===== src/rtl/tt_pkg.sv =====
// rtl/tt_pkg.sv - shared types and constants for the truth-table probe
//
// Purpose : FSM state type, row/table widths and a majority helper used by
//           tt_probe and its testbench.
package tt_pkg;

  localparam int ROW_W   = 3;  // row index width: three probe inputs
  localparam int TABLE_W = 8;  // one table bit per row

  localparam logic [ROW_W-1:0] LAST_ROW = 3'd7;

  typedef enum logic [1:0] {
    IDLE   = 2'd0,
    SETTLE = 2'd1,
    SAMPLE = 2'd2,
    DONE   = 2'd3
  } tt_state_t;

  // Two-of-three vote, used to reject a single glitched sample.
  function automatic logic maj3(input logic a, input logic b, input logic c);
    return (a & b) | (a & c) | (b & c);
  endfunction

endpackage


===== src/rtl/tt_sync2.sv =====
// rtl/tt_sync2.sv - two-flop synchronizer for a single asynchronous bit
//
// Purpose : bring an asynchronous level into the clk domain.
// Ports   : clk   - sampling clock
//           rst_n - asynchronous active-low reset, clears both flops
//           d     - asynchronous input
//           q     - synchronized output, two clk cycles of latency
module tt_sync2 (
  input  logic clk,
  input  logic rst_n,
  input  logic d,
  output logic q
);

  logic meta;

  always_ff @(posedge clk or negedge rst_n) begin
    if (!rst_n) begin
      meta <= 1'b0;
      q    <= 1'b0;
    end else begin
      meta <= d;
      q    <= meta;
    end
  end

endmodule


===== src/rtl/tt_probe.sv =====
// rtl/tt_probe.sv - sweeps a 3-input combinational DUT and captures its truth table
//
// Purpose : drives rows 0..7 onto probe_in1..3 (probe_in1 = MSB), lets each
//           row settle for SETTLE_CYCLES, samples the synchronized DUT output
//           and stores row i into table_out[7-i]. On completion table_out is
//           compared against the expected table latched at start.
// Macro   : TT_PROBE_MAJORITY_EN - when defined, SAMPLE lasts three cycles and
//           the row bit is the majority of the three synchronized samples.
// Ports   : clk        - clock, rising edge
//           rst_n      - asynchronous active-low reset
//           start      - level, starts a sweep when seen in IDLE
//           abort      - level, cancels an active sweep
//           expected   - reference truth table, latched at start
//           probe_in1  - DUT in1 (row bit 2)
//           probe_in2  - DUT in2 (row bit 1)
//           probe_in3  - DUT in3 (row bit 0)
//           probe_out  - DUT output, asynchronous to clk
//           busy       - sweep in progress
//           done       - one-cycle completion pulse
//           table_out  - last completed truth table
//           match      - table_out equals the latched expected table
module tt_probe
  import tt_pkg::*;
#(
  parameter int            SETTLE_CYCLES = 16,
  parameter logic [7:0]    EXPECTED_TT   = 8'h6F
) (
  input  logic               clk,
  input  logic               rst_n,
  input  logic               start,
  input  logic               abort,
  input  logic [TABLE_W-1:0] expected,
  output logic               probe_in1,
  output logic               probe_in2,
  output logic               probe_in3,
  input  logic               probe_out,
  output logic               busy,
  output logic               done,
  output logic [TABLE_W-1:0] table_out,
  output logic               match
);

  localparam logic [7:0] SETTLE_LAST = 8'(SETTLE_CYCLES - 1);
`ifdef TT_PROBE_MAJORITY_EN
  localparam logic [7:0] SAMPLE_LAST = 8'd2;
`else
  localparam logic [7:0] SAMPLE_LAST = 8'd0;
`endif

  tt_state_t          state;
  tt_state_t          state_nxt;
  logic [7:0]         cnt;
  logic [ROW_W-1:0]   row;
  logic [TABLE_W-1:0] cap;
  logic [TABLE_W-1:0] exp_lat;
  logic               sync_q;
  logic               sample_bit;
  logic               settle_end;
  logic               sample_end;

  tt_sync2 u_sync (
    .clk   (clk),
    .rst_n (rst_n),
    .d     (probe_out),
    .q     (sync_q)
  );

`ifdef TT_PROBE_MAJORITY_EN
  logic s0;
  logic s1;

  always_ff @(posedge clk or negedge rst_n) begin
    if (!rst_n) begin
      s0 <= 1'b0;
      s1 <= 1'b0;
    end else if (state == SAMPLE) begin
      if (cnt == 8'd0) s0 <= sync_q;
      if (cnt == 8'd1) s1 <= sync_q;
    end
  end

  assign sample_bit = maj3(s0, s1, sync_q);
`else
  assign sample_bit = sync_q;
`endif

  assign settle_end = (state == SETTLE) && (cnt == SETTLE_LAST);
  assign sample_end = (state == SAMPLE) && (cnt == SAMPLE_LAST);

  // The row register is the probe drive; it only moves on SAMPLE->SETTLE,
  // and returns to zero on abort or when the sweep has finished.
  assign {probe_in1, probe_in2, probe_in3} = row;
  assign busy = (state != IDLE);

  always_ff @(posedge clk or negedge rst_n) begin
    if (!rst_n) state <= IDLE;
    else        state <= state_nxt;
  end

  always_comb begin
    state_nxt = state;
    case (state)
      IDLE: begin
        if (start) state_nxt = SETTLE;
      end
      SETTLE: begin
        if (abort)           state_nxt = IDLE;
        else if (settle_end) state_nxt = SAMPLE;
      end
      SAMPLE: begin
        // abort wins even on the final row's sample
        if (abort)           state_nxt = IDLE;
        else if (sample_end) state_nxt = (row == LAST_ROW) ? DONE : SETTLE;
      end
      DONE: begin
        state_nxt = IDLE;
      end
      default: state_nxt = IDLE;
    endcase
  end

  always_ff @(posedge clk or negedge rst_n) begin
    if (!rst_n) begin
      cnt       <= 8'd0;
      row       <= '0;
      cap       <= '0;
      exp_lat   <= EXPECTED_TT;
      table_out <= '0;
      match     <= 1'b0;
      done      <= 1'b0;
    end else begin
      done <= 1'b0;

      // cnt measures time spent in the current state
      if (state_nxt != state) cnt <= 8'd0;
      else if (state == SETTLE || state == SAMPLE) cnt <= cnt + 8'd1;

      case (state)
        IDLE: begin
          if (start) begin
            row     <= '0;
            cap     <= '0;
            exp_lat <= expected;
          end
        end
        SETTLE: begin
          if (abort) row <= '0;
        end
        SAMPLE: begin
          if (abort) begin
            row <= '0;
          end else if (sample_end) begin
            cap[LAST_ROW - row] <= sample_bit;
            if (row != LAST_ROW) row <= row + 3'd1;
          end
        end
        DONE: begin
          row <= '0;
          if (!abort) begin
            table_out <= cap;
            match     <= (cap == exp_lat);
            done      <= 1'b1;
          end
        end
        default: row <= '0;
      endcase
    end
  end

endmodule


===== config.mk =====
export PLATFORM = sky130hd
export DESIGN_NAME = tt_probe
export DESIGN_NICKNAME = d
export VERILOG_FILES = /design/src/rtl/tt_pkg.sv /design/src/rtl/tt_sync2.sv /design/src/rtl/tt_probe.sv
export SDC_FILE = /design/constraint.sdc
export NUM_CORES = 1
export LEC_CHECK = 0
export CORE_MARGIN = 2
export CORE_UTILIZATION = 25
export CTS_BUF_LIST = sky130_fd_sc_hd__clkbuf_8
export DETAILED_ROUTE_END_ITERATION = 6
export PLACE_DENSITY = 0.54
export SETUP_SLACK_MARGIN = 0.5
export SLEW_MARGIN = 5
export SYNTH_ARGS = -nofsm -noshare
export SYNTH_HDL_FRONTEND = slang
export SYNTH_SLANG_ARGS = --single-unit

===== constraint.sdc =====
create_clock -name clk -period 2 [get_ports clk]
set_clock_uncertainty 0.05 [all_clocks]
set_input_delay 0.3 -clock clk [delete_from_list [all_inputs] [get_ports clk]]
set_output_delay 0.3 -clock clk [all_outputs]
set_load 0.05 [all_outputs]

==> results of run 1 <==
routing by layer:
layer | up-vias | GRT usage (%) | wire [µm]
li1 | 860 | - | -
met1 | 865 | 13.7 | 2380
met2 | 36 | 19.6 | 2710
met3 | 6 | 3.11 | 168
met4 | 0 | 5.09 | 69
met5 | - | 0 | 0
metrics by stage:
step / worst slack [ns] / util, % / instance area (µm²)
after floorplan: 0.0493 / - / 2200
after CTS: 0.0190 / 37.2 / 3090
after global routing: -0.0368 / 38.7 / 3210
after detailed placement: 0.00405 / 33.4 / 2770
after global placement: 0.0221 / 33.4 / 2770
final: 0.0253 / 38.7 / 3210
cell families (layout without fill, tap and decap cells):
family | Yosys count | in the layout | share of synthesized area (%)
flip-flops | 41 | 41 | 47.9
buffers and inverters | 13 | 88 | 2.55
AND/OR/NAND/NOR | 53 | 53 | 13.7
XOR/XNOR | 15 | 15 | 6.08
multiplexers | 22 | 22 | 11.2
AO/OA/AOI/OAI | 41 | 41 | 13.3
adder cells (fa/ha/maj) | 9 | 9 | 5.21
worst min-delay path by stage:
stage	from	end	slack [ns]	depth (start not counted)
after floorplan	rst_n	cap[0]$_DFFE_PN0P_	-0.05	0
after global placement	rst_n	cnt[1]$_DFFE_PN0P_	0.29	1
after detailed placement	rst_n	cnt[1]$_DFFE_PN0P_	0.29	1
after CTS	u_sync.meta$_DFF_PN0_	u_sync.q$_DFF_PN0_	0.31	0
after global routing	u_sync.meta$_DFF_PN0_	u_sync.q$_DFF_PN0_	0.31	0
final	u_sync.meta$_DFF_PN0_	u_sync.q$_DFF_PN0_	0.30	0
Yosys cell counts:
master,number
nor2b_1,2
a41o_1,1
a211oi_1,8
o211ai_1,9
nor3_1,5
or3b_2,1
dfstp_2,6
nand2b_1,6
or3_1,8
and3_1,2
a21o_1,1
a21oi_1,4
clkbuf_2,2
nor2_1,6
a32o_1,1
o21ai_0,9
mux2_2,18
or2_2,1
o31ai_1,4
xnor2_1,11
a21boi_0,1
a21oi_4,1
inv_1,8
nand4_1,5
nor4_1,1
buf_4,1
ha_1,9
dfrtp_1,35
mux2i_1,4
clkbuf_1,2
o21ai_1,1
a221oi_1,1
nand3_1,4
nand2_1,9
xor2_1,4
nor3b_1,1
or4_4,2
area by class of cell:
| class | instances | area [µm²] |
|---|---|---|
| well taps | 105 | 131 |
| clock buffers | 6 | 82.6 |
| repair buffers | 72 | 642 |
| inverters | 8 | 35.0 |
| flip-flops and latches | 41 | 1040 |
| fillers | 827 | 5080 |
| multi-input cells | 140 | 1250 |
| clock inverters | 2 | 37.5 |
worst max-delay path: cells and delay by family (launching register included):
kind | cells | cell delay, ns
AO/OA/AOI/OAI | 2 | 0.31
flip-flops | 1 | 0.39
AND/OR/NAND/NOR | 2 | 1.09
state kept, by name (all words and copies together) (netlist names):
name and cells:
cap 8, cnt 8, done 1, exp_lat 8, match 1, row 3
state 2, table_out 8, u_sync.meta 1, u_sync.q 1
power by group through the flow:
stage	combinational [W]	clock (W)	sequential [W]
floorplan	0.000974	0	0.00124
global placement	0.00161	0	0.00115
detailed placement	0.00162	0	0.00116
CTS	0.00186	0.000742	0.00114
global route	0.00212	0.000772	0.00116
finish	0.00196	0.000718	0.00114
timing repair:
| action | in CTS | in global routing |
|---|---|---|
| hold endpoints to repair | 20 | 0 |
| endpoints found under the setup margin | 40 | 37 |
| gates cloned | 0 | 1 |
| buffers inserted | 11 | 5 |
| resized for setup | 53 | 21 |
| hold buffers | 1 | 0 |
| pin swaps | 15 | 9 |
==> impl_metrics.py, run 1 <==
metrics = {
    "status": {
        "status": "complete, no violations",
    },
    "power": {
        "seq_power_share_pct": 29.8,
        "p_leak_nw": 1.34,
        "pwr-share-clk_pct": 18.8,
        "p_sw_w": 0.00140,
        "powerDensity_nw_per_um2": 1190,
        "combPwrFrac_pct": 51.3,
        "p_sw_share_pct": 36.8,
        "intPower_w": 0.00241,
        "finalPower_w": 0.00381,
        "peakVddDrop_mv": 0.405,
    },
    "timing": {
        "hold_slack_ns": 0.305,
        "rsz0062_at_grt": "true",
        "tns_ns": 0,
        "worst_pin_slew_ns": 0.574,
        "fin_crit_ns": 1.97,
        "slew_viol_final": 0,
        "relSlewSlack_pct": 61.7,
        "hold_violations": 0,
        "max_freq_mhz": 506,
        "fin_crit_sh_pct": 98.7,
        "setup_viol": 0,
    },
    "floorplanning": {
        "io_pins": 27,
        "initial_core_util_pct": 26.0,
        "fp-row-count": 33,
        "core_um2": 8300,
        "fp.dieW_um": 96.9,
        "die_y_um": 96.9,
        "dieArea_um2": 9400,
    },
    "final_layout": {
        "syn2layout_area_growth_pct": 48.8,
        "drive_gt1_share_pct": 48.7,
        "final_cell_mix": "40 x buf_4, 32 x dfrtp_1, 17 x mux2_2",
        "instances_no_fill": 374,
        "antennaDiodeCount": 0,
        "layout_commonest_cell": "buf_4",
        "nets": 290,
    },
    "global_routing": {
        "grt_first_pass_wirelength_um": 8700,
        "grt_overflow": 0,
        "antenna_found_initial": 0,
        "grt_max_degree": 25,
        "grt_pass1_vias": 1804,
        "grtUsageTotal_pct": 11.6,
    },
    "clock_network": {
        "cts.sinks": 41,
        "clock_latency_ns": 0.31,
        "numCtsBuffers": 5,
        "cts.path.max_buffers": 2,
        "clkTransAtPathRegs_ns": 0.09,
        "htree_levels": 2,
        "cts_tree": "done",
        "cts-root-buf": "clkbuf_8",
    },
    "logic_synthesis": {
        "synth_top_area_share_pct": 40.6,
        "synth_nets": 216,
        "syn_inst": 194,
        "synth_area_um2": 2160,
        "seq_area_frac_synth_pct": 47.9,
        "synthDistinctLibCells": 37,
        "avgSynthCellArea_um2": 11.1,
        "ys_warn_count": 0,
        "ys_ff_latch": 41,
        "yosysTopAreaCell": "dfrtp_1",
        "synthTopCellsByArea": "dfrtp_1 41%, mux2_2 9.4%, dfstp_2 7.3%",
    },
    "setup_path": {
        "path_class": "register to register",
        "arrival_ns": 2.10,
        "endpoint_kind": "register",
        "worst_ep_required_time_ns": 2.13,
        "crit_end": "cnt[0]$_DFFE_PN0P_",
        "slowest_delay_ns": 0.55,
        "cpMaxStageDelayCell": "or4_4",
        "r2r_setup_slack_ns": 0.03,
        "cp_max_fo": 5,
        "r2r_end": "cnt[0]$_DFFE_PN0P_",
        "critPathLaunch": "cnt[7]$_DFFE_PN0P_",
        "path_cells": "or4_4, or4_4, a21oi_4, a211oi_1",
        "r2r-start": "cnt[7]$_DFFE_PN0P_",
        "r2r_cells": 4,
        "path_common_cell": "or4_4",
        "crit_path_start_kind": "register",
    },
    "detailed_routing": {
        "dr.first_iter.drc_count": 20,
        "drc": 0,
        "routed_wl_um": 5330,
        "drt_pass1_iterations": 4,
        "wire_per_inst_um": 14.2,
        "via_per_inst": 4.72,
        "via_count": 1767,
        "ant_nets": 0,
    },
    "run": {
        "cap_violations": 0,
    },
    "place": {
        "placed_cells": 348,
        "io_buffers": 26,
        "gp_congestion": 0.739,
        "place_hpwl_um": 3750,
    },
    "hold_path": {
        "holdCritPathClass": "register to register",
    },
}
Power figures use the tool's default switching activity.
==> run 2: changes to the inputs <==
--- a/config.mk
+++ b/config.mk
@@ -6,10 +6,11 @@
 export NUM_CORES = 1
 export LEC_CHECK = 0
 export CORE_MARGIN = 2
-export CORE_UTILIZATION = 25
+export CORE_UTILIZATION = 35
 export CTS_BUF_LIST = sky130_fd_sc_hd__clkbuf_8
+export CTS_CLUSTER_DIAMETER = 30
 export DETAILED_ROUTE_END_ITERATION = 6
-export PLACE_DENSITY = 0.54
+export PLACE_DENSITY = 0.67
 export SETUP_SLACK_MARGIN = 0.5
 export SLEW_MARGIN = 5
 export SYNTH_ARGS = -nofsm -noshare
==> run 2 against run 1 <==
  * Hold slack worse by 0.30 ns
  * Setup slack worse by 0.015 ns
  * Cell area down 2.7%
  * Critical path depth unchanged
  * Count of clock-buffer cells in the layout unchanged
  * Combinational power rose by 4%
  * Largest power group unchanged
  * Critical path type unchanged
  * Total power down 1.0%
  * Via count increased by 0.40%
  * Flip-flop and latch count unchanged
  * Sequential share of layout area increased by 0.89 points
==> impl_metrics.py, run 2 (same netlist as run 1, synthesis figures left out) <==
metrics = {
    "detailed_routing": {
        "via_count": 1774,
        "via_per_inst": 5.28,
        "drc": 0,
        "ant_nets": 0,
        "drt_pass1_iterations": 4,
        "dr.first_iter.drc_count": 36,
        "routed_wl_um": 5060,
        "wire_per_inst_um": 15.0,
    },
    "setup_path": {
        "endpoint_kind": "register",
        "path_class": "register to register",
        "arrival_ns": 2.11,
        "r2r_cells": 4,
        "r2r_setup_slack_ns": 0.01,
        "r2r_end": "cnt[2]$_DFFE_PN0P_",
        "cp_max_fo": 5,
        "worst_ep_required_time_ns": 2.12,
        "crit_path_start_kind": "register",
        "r2r-start": "cnt[7]$_DFFE_PN0P_",
    },
    "timing": {
        "fin_crit_ns": 1.99,
        "max_freq_mhz": 503,
        "relSlewSlack_pct": 66.0,
        "hold_violations": 0,
        "rsz0062_at_grt": "true",
        "hold_slack_ns": 0.00765,
        "fin_crit_sh_pct": 99.5,
        "slew_viol_final": 0,
        "setup_slack_ns": 0.0102,
        "setup_viol": 0,
        "worst_pin_slew_ns": 0.511,
        "tns_ns": 0,
    },
    "power": {
        "peakVddDrop_mv": 0.669,
        "finalPower_w": 0.00377,
        "powerDensity_nw_per_um2": 1210,
        "p_leak_nw": 1.35,
    },
    "floorplanning": {
        "dieArea_um2": 6810,
        "fp.dieW_um": 82.6,
        "io_pins": 27,
        "core_um2": 5960,
        "die_y_um": 82.6,
        "initial_core_util_pct": 36.3,
        "fp-row-count": 28,
    },
    "clock_network": {
        "clkTransAtPathRegs_ns": 0.08,
        "cts.path.max_buffers": 2,
        "cts-root-buf": "clkbuf_8",
        "htree_levels": 2,
        "cts.sinks": 41,
        "clock_latency_ns": 0.29,
        "cts_tree": "done",
        "numCtsBuffers": 5,
    },
    "place": {
        "dp_slack_ns": -0.0101,
        "io_buffers": 26,
        "place_hpwl_um": 3460,
        "gp_congestion": 0.851,
    },
    "hold_path": {
        "holdCritPathClass": "primary input to async pin",
    },
    "final_layout": {
        "final_cell_mix": "32 x dfrtp_1, 30 x buf_4, 11 x mux2_2, 11 x xnor2_1, 11 x clkdlybuf4s50_1",
        "nets": 282,
        "finish.utilization_pct": 52.5,
        "syn2layout_area_growth_pct": 44.8,
        "layout_commonest_cell": "dfrtp_1",
        "drive_gt1_share_pct": 48.7,
        "n_fill_cell": 512,
        "antennaDiodeCount": 0,
    },
    "global_routing": {
        "grt_pass1_vias": 1713,
        "antenna_found_initial": 0,
        "grt_max_degree": 42,
        "grt_first_pass_wirelength_um": 7970,
        "grt_overflow": 0,
        "grtUsageTotal_pct": 15.4,
    },
    "status": {
        "status": "complete, no violations",
    },
    "run": {
        "cap_violations": 0,
    },
}
## run 2: worst max path at each step
stage                            start                  to  slack, ns  depth (start not counted)
CTS                 cnt[0]$_DFFE_PN0P_  cnt[4]$_DFFE_PN0P_       0.02                          6
global placement                 abort  cnt[1]$_DFFE_PN0P_       0.02                          5
floorplan           cnt[5]$_DFFE_PN0P_  cnt[0]$_DFFE_PN0P_       0.05                          4
global route        cnt[0]$_DFFE_PN0P_  cnt[4]$_DFFE_PN0P_      -0.06                          6
detailed placement               abort  cnt[4]$_DFFE_PN0P_      -0.01                          5
finish              cnt[7]$_DFFE_PN0P_  cnt[2]$_DFFE_PN0P_       0.01                          4
## run 2: through the flow
stage	std cells	instance area (µm²)
final	336	3130
after global routing	336	3130
after CTS	327	2900
after detailed placement	313	2720
after global placement	313	2720
after floorplan	194	2200
## run 2: metal layers
| layer | vias to the layer above | routed length (µm) | GRT usage [%] |
|---|---|---|---|
| met3 | 11 | 206 | 4.78 |
| met1 | 879 | 2230 | 18.1 |
| met2 | 36 | 2500 | 27.3 |
| li1 | 848 | - | - |
| met5 | - | 0 | 0 |
| met4 | 0 | 113 | 3.44 |
## run 2: layout make-up
class                           count  area [µm²]  area share (%)
Sequential cell                    41        1040            33.2
Clock inverter                      2        13.8           0.440
Clock buffer                        6        82.6            2.64
Timing Repair Buffer               64         573            18.3
Inverter                            8        37.5            1.20
Multi-Input combinational cell    140        1290            41.2
Tap cell                           75        93.8            3.00
## run 2: critical path: stages, from the launching register on
cell and delay (ns):
dfrtp_1 0.39, or4_4 0.59, or4_4 0.55, a21oi_4 0.20
a211oi_1 0.10
## run 2: where the power goes
group	switching [W]	internal (W)	total, W	leakage, nW
Sequential	0.000124	0.00103	0.00116	0.533
Combinational	0.000989	0.00105	0.00204	0.764
Clock	0.000292	0.000280	0.000572	0.0512
## run 2: timing repair
action	4_1_cts	5_1_grt
setup endpoints to repair	42	45
pin swaps	7	9
hold buffers	0	0
gates resized for setup	45	50
buffers inserted	6	9
==> run 3: changes to the inputs <==
--- a/config.mk
+++ b/config.mk
@@ -10,7 +10,6 @@
 export CTS_BUF_LIST = sky130_fd_sc_hd__clkbuf_8
 export CTS_CLUSTER_DIAMETER = 30
 export DETAILED_ROUTE_END_ITERATION = 6
-export PLACE_DENSITY = 0.67
 export SETUP_SLACK_MARGIN = 0.5
 export SLEW_MARGIN = 5
 export SYNTH_ARGS = -nofsm -noshare
==> run 3 against run 2 <==
  * The flow now finishes with violations (negative setup slack)
  * Via count is 0.11% lower
  * Core utilization is 0.97 points higher
  * Total power is 1.1% higher
  * Wire length is 3.1% higher
  * Register-to-register slack worse by 0.04 ns
  * First-iteration DRC count is 2.8% higher
  * Final cell count is 2.7% higher
  * Count of clock-buffer cells in the layout is 1 lower
  * Largest cell class unchanged
  * Highest routed layer unchanged
==> impl_metrics.py, run 3 (same netlist as run 1, synthesis figures left out) <==
metrics = {
    "floorplanning": {
        "fp-row-count": 28,
        "initial_core_util_pct": 36.3,
        "die_y_um": 82.6,
        "fp.dieW_um": 82.6,
        "core_um2": 5960,
        "io_pins": 27,
        "dieArea_um2": 6810,
    },
    "global_routing": {
        "grt_max_degree": 42,
        "grt_first_pass_wirelength_um": 8420,
        "grt_overflow": 0,
        "grtUsageTotal_pct": 16.2,
        "grt_pass1_vias": 1788,
        "antenna_found_initial": 0,
    },
    "detailed_routing": {
        "dr.first_iter.drc_count": 37,
        "drc": 0,
        "via_per_inst": 5.14,
        "drt_pass1_iterations": 4,
        "via_count": 1772,
        "wire_per_inst_um": 15.1,
        "ant_nets": 0,
        "routed_wl_um": 5210,
    },
    "setup_path": {
        "crit_buf_inv": 0,
        "path_cells": "or4_4, or4_4, a21oi_4, a211oi_1",
        "slowest_delay_ns": 0.58,
        "arrival_ns": 2.15,
        "r2r_cells": 4,
        "critPathLaunch": "cnt[7]$_DFFE_PN0P_",
        "crit_path_start_kind": "register",
        "critPathTopFamily": "simple AND/OR/NAND/NOR gates",
        "path_class": "register to register",
        "worst_ep_required_time_ns": 2.12,
        "r2r_setup_slack_ns": -0.03,
        "path_common_cell": "or4_4",
        "cpMaxStageDelayCell": "or4_4",
        "cp_max_fo": 5,
        "r2r-start": "cnt[7]$_DFFE_PN0P_",
        "r2r_end": "cnt[1]$_DFFE_PN0P_",
        "endpoint_kind": "register",
    },
    "timing": {
        "setup_viol": 6,
        "relSlewSlack_pct": 65.8,
        "tns_ns": -0.102,
        "fin_crit_sh_pct": 101,
        "rsz0062_at_grt": "true",
        "setup_slack_ns": -0.0292,
        "max_freq_mhz": 493,
        "hold_slack_ns": 0.000598,
        "worst_pin_slew_ns": 0.512,
        "slew_viol_final": 0,
        "hold_violations": 0,
        "fin_crit_ns": 2.03,
    },
    "final_layout": {
        "drive_gt1_share_pct": 50.0,
        "final_cell_mix": "38 x buf_4, 32 x dfrtp_1, 14 x mux2_2",
        "final_cell_area_um2": 3190,
        "syn2layout_area_growth_pct": 47.5,
        "nets": 291,
        "layout_commonest_cell": "buf_4",
        "antennaDiodeCount": 0,
    },
    "clock_network": {
        "cts.path.max_buffers": 2,
        "ctsHoldBuffers": 0,
        "clkTransAtPathRegs_ns": 0.09,
        "cts_tree": "done",
        "cts-root-buf": "clkbuf_8",
        "clock_latency_ns": 0.30,
        "htree_levels": 2,
        "numCtsBuffers": 5,
        "cts.sinks": 41,
    },
    "power": {
        "peakVddDrop_mv": 0.542,
        "powerDensity_nw_per_um2": 1200,
        "p_leak_nw": 1.37,
    },
    "status": {
        "status": "finished with violations",
        "violations": "negative setup slack",
    },
    "place": {
        "placed_area_um2": 2750,
        "io_buffers": 26,
        "place_hpwl_um": 3540,
        "gp_congestion": 0.768,
    },
    "hold_path": {
        "holdCritPathClass": "primary input to async pin",
    },
    "run": {
        "cap_violations": 0,
    },
}
[run 3: cell types whose count changed in the layout (fill, tap and decap cells not counted), moves of 2 or more]
cell / delta
ha_1: -2
buf_4: +8
buf_6: +3
mux2_4: -3
clkbuf_4: -2
ha_2: +2
o21ai_2: -3
o21ai_1: +3
mux2_2: +3
[run 3: worst max path at each step]
stage / cells after the start / endpoint
3_5_place_dp: 6 / cnt[0]$_DFFE_PN0P_
3_3_place_gp: 5 / cap[3]$_DFFE_PN0P_
2_1_floorplan: 4 / cnt[0]$_DFFE_PN0P_
4_1_cts: 6 / cnt[0]$_DFFE_PN0P_
6_report: 4 / cnt[1]$_DFFE_PN0P_
5_1_grt: 6 / cnt[1]$_DFFE_PN0P_
[run 3: per-layer routing]
| layer | global-route usage (%) | vias up | part of all wire, % |
|---|---|---|---|
| li1 | - | 860 | - |
| met1 | 20.4 | 873 | 44 |
| met2 | 27.7 | 30 | 51 |
| met3 | 3.59 | 9 | 3.4 |
| met4 | 5.08 | 0 | 1.7 |
| met5 | 0 | - | 0 |
[run 3: layout make-up]
type	instances	area (µm²)
inverter	8	35.0
multi-input combinational	140	1260
clock inverter	3	17.5
clock buffer	5	68.8
timing repair buffer	73	668
tap	75	93.8
fill	537	2770
sequential	41	1040
[run 3: what timing repair did]
item / 4_1_cts / 5_1_grt
gates resized for setup: 47 / 32
pin swaps: 11 / 13
buffers inserted: 10 / 8
endpoints found under the setup margin: 40 / 41
hold endpoints to repair: 0 / 0
gates cloned: 0 / 1
[run 3: report_power, final]
group	total (W)	internal (W)	leakage [nW]	switching, W
Clock	0.000545	0.000241	0.0439	0.000304
Combinational	0.00212	0.00109	0.794	0.00103
Sequential	0.00115	0.00103	0.533	0.000113
[run 3: stage by stage]
step           setup slack, ns  instances  power [W]  utilization, %
2_1_floorplan           0.0493        194    0.00221               -
3_3_place_gp            0.0191        318    0.00276            46.1
3_5_place_dp           -0.0317        318    0.00277            46.1
4_1_cts                -0.0281        336    0.00352            50.3
5_1_grt                -0.0966        345    0.00406            53.5
6_report               -0.0292        345    0.00382            53.5
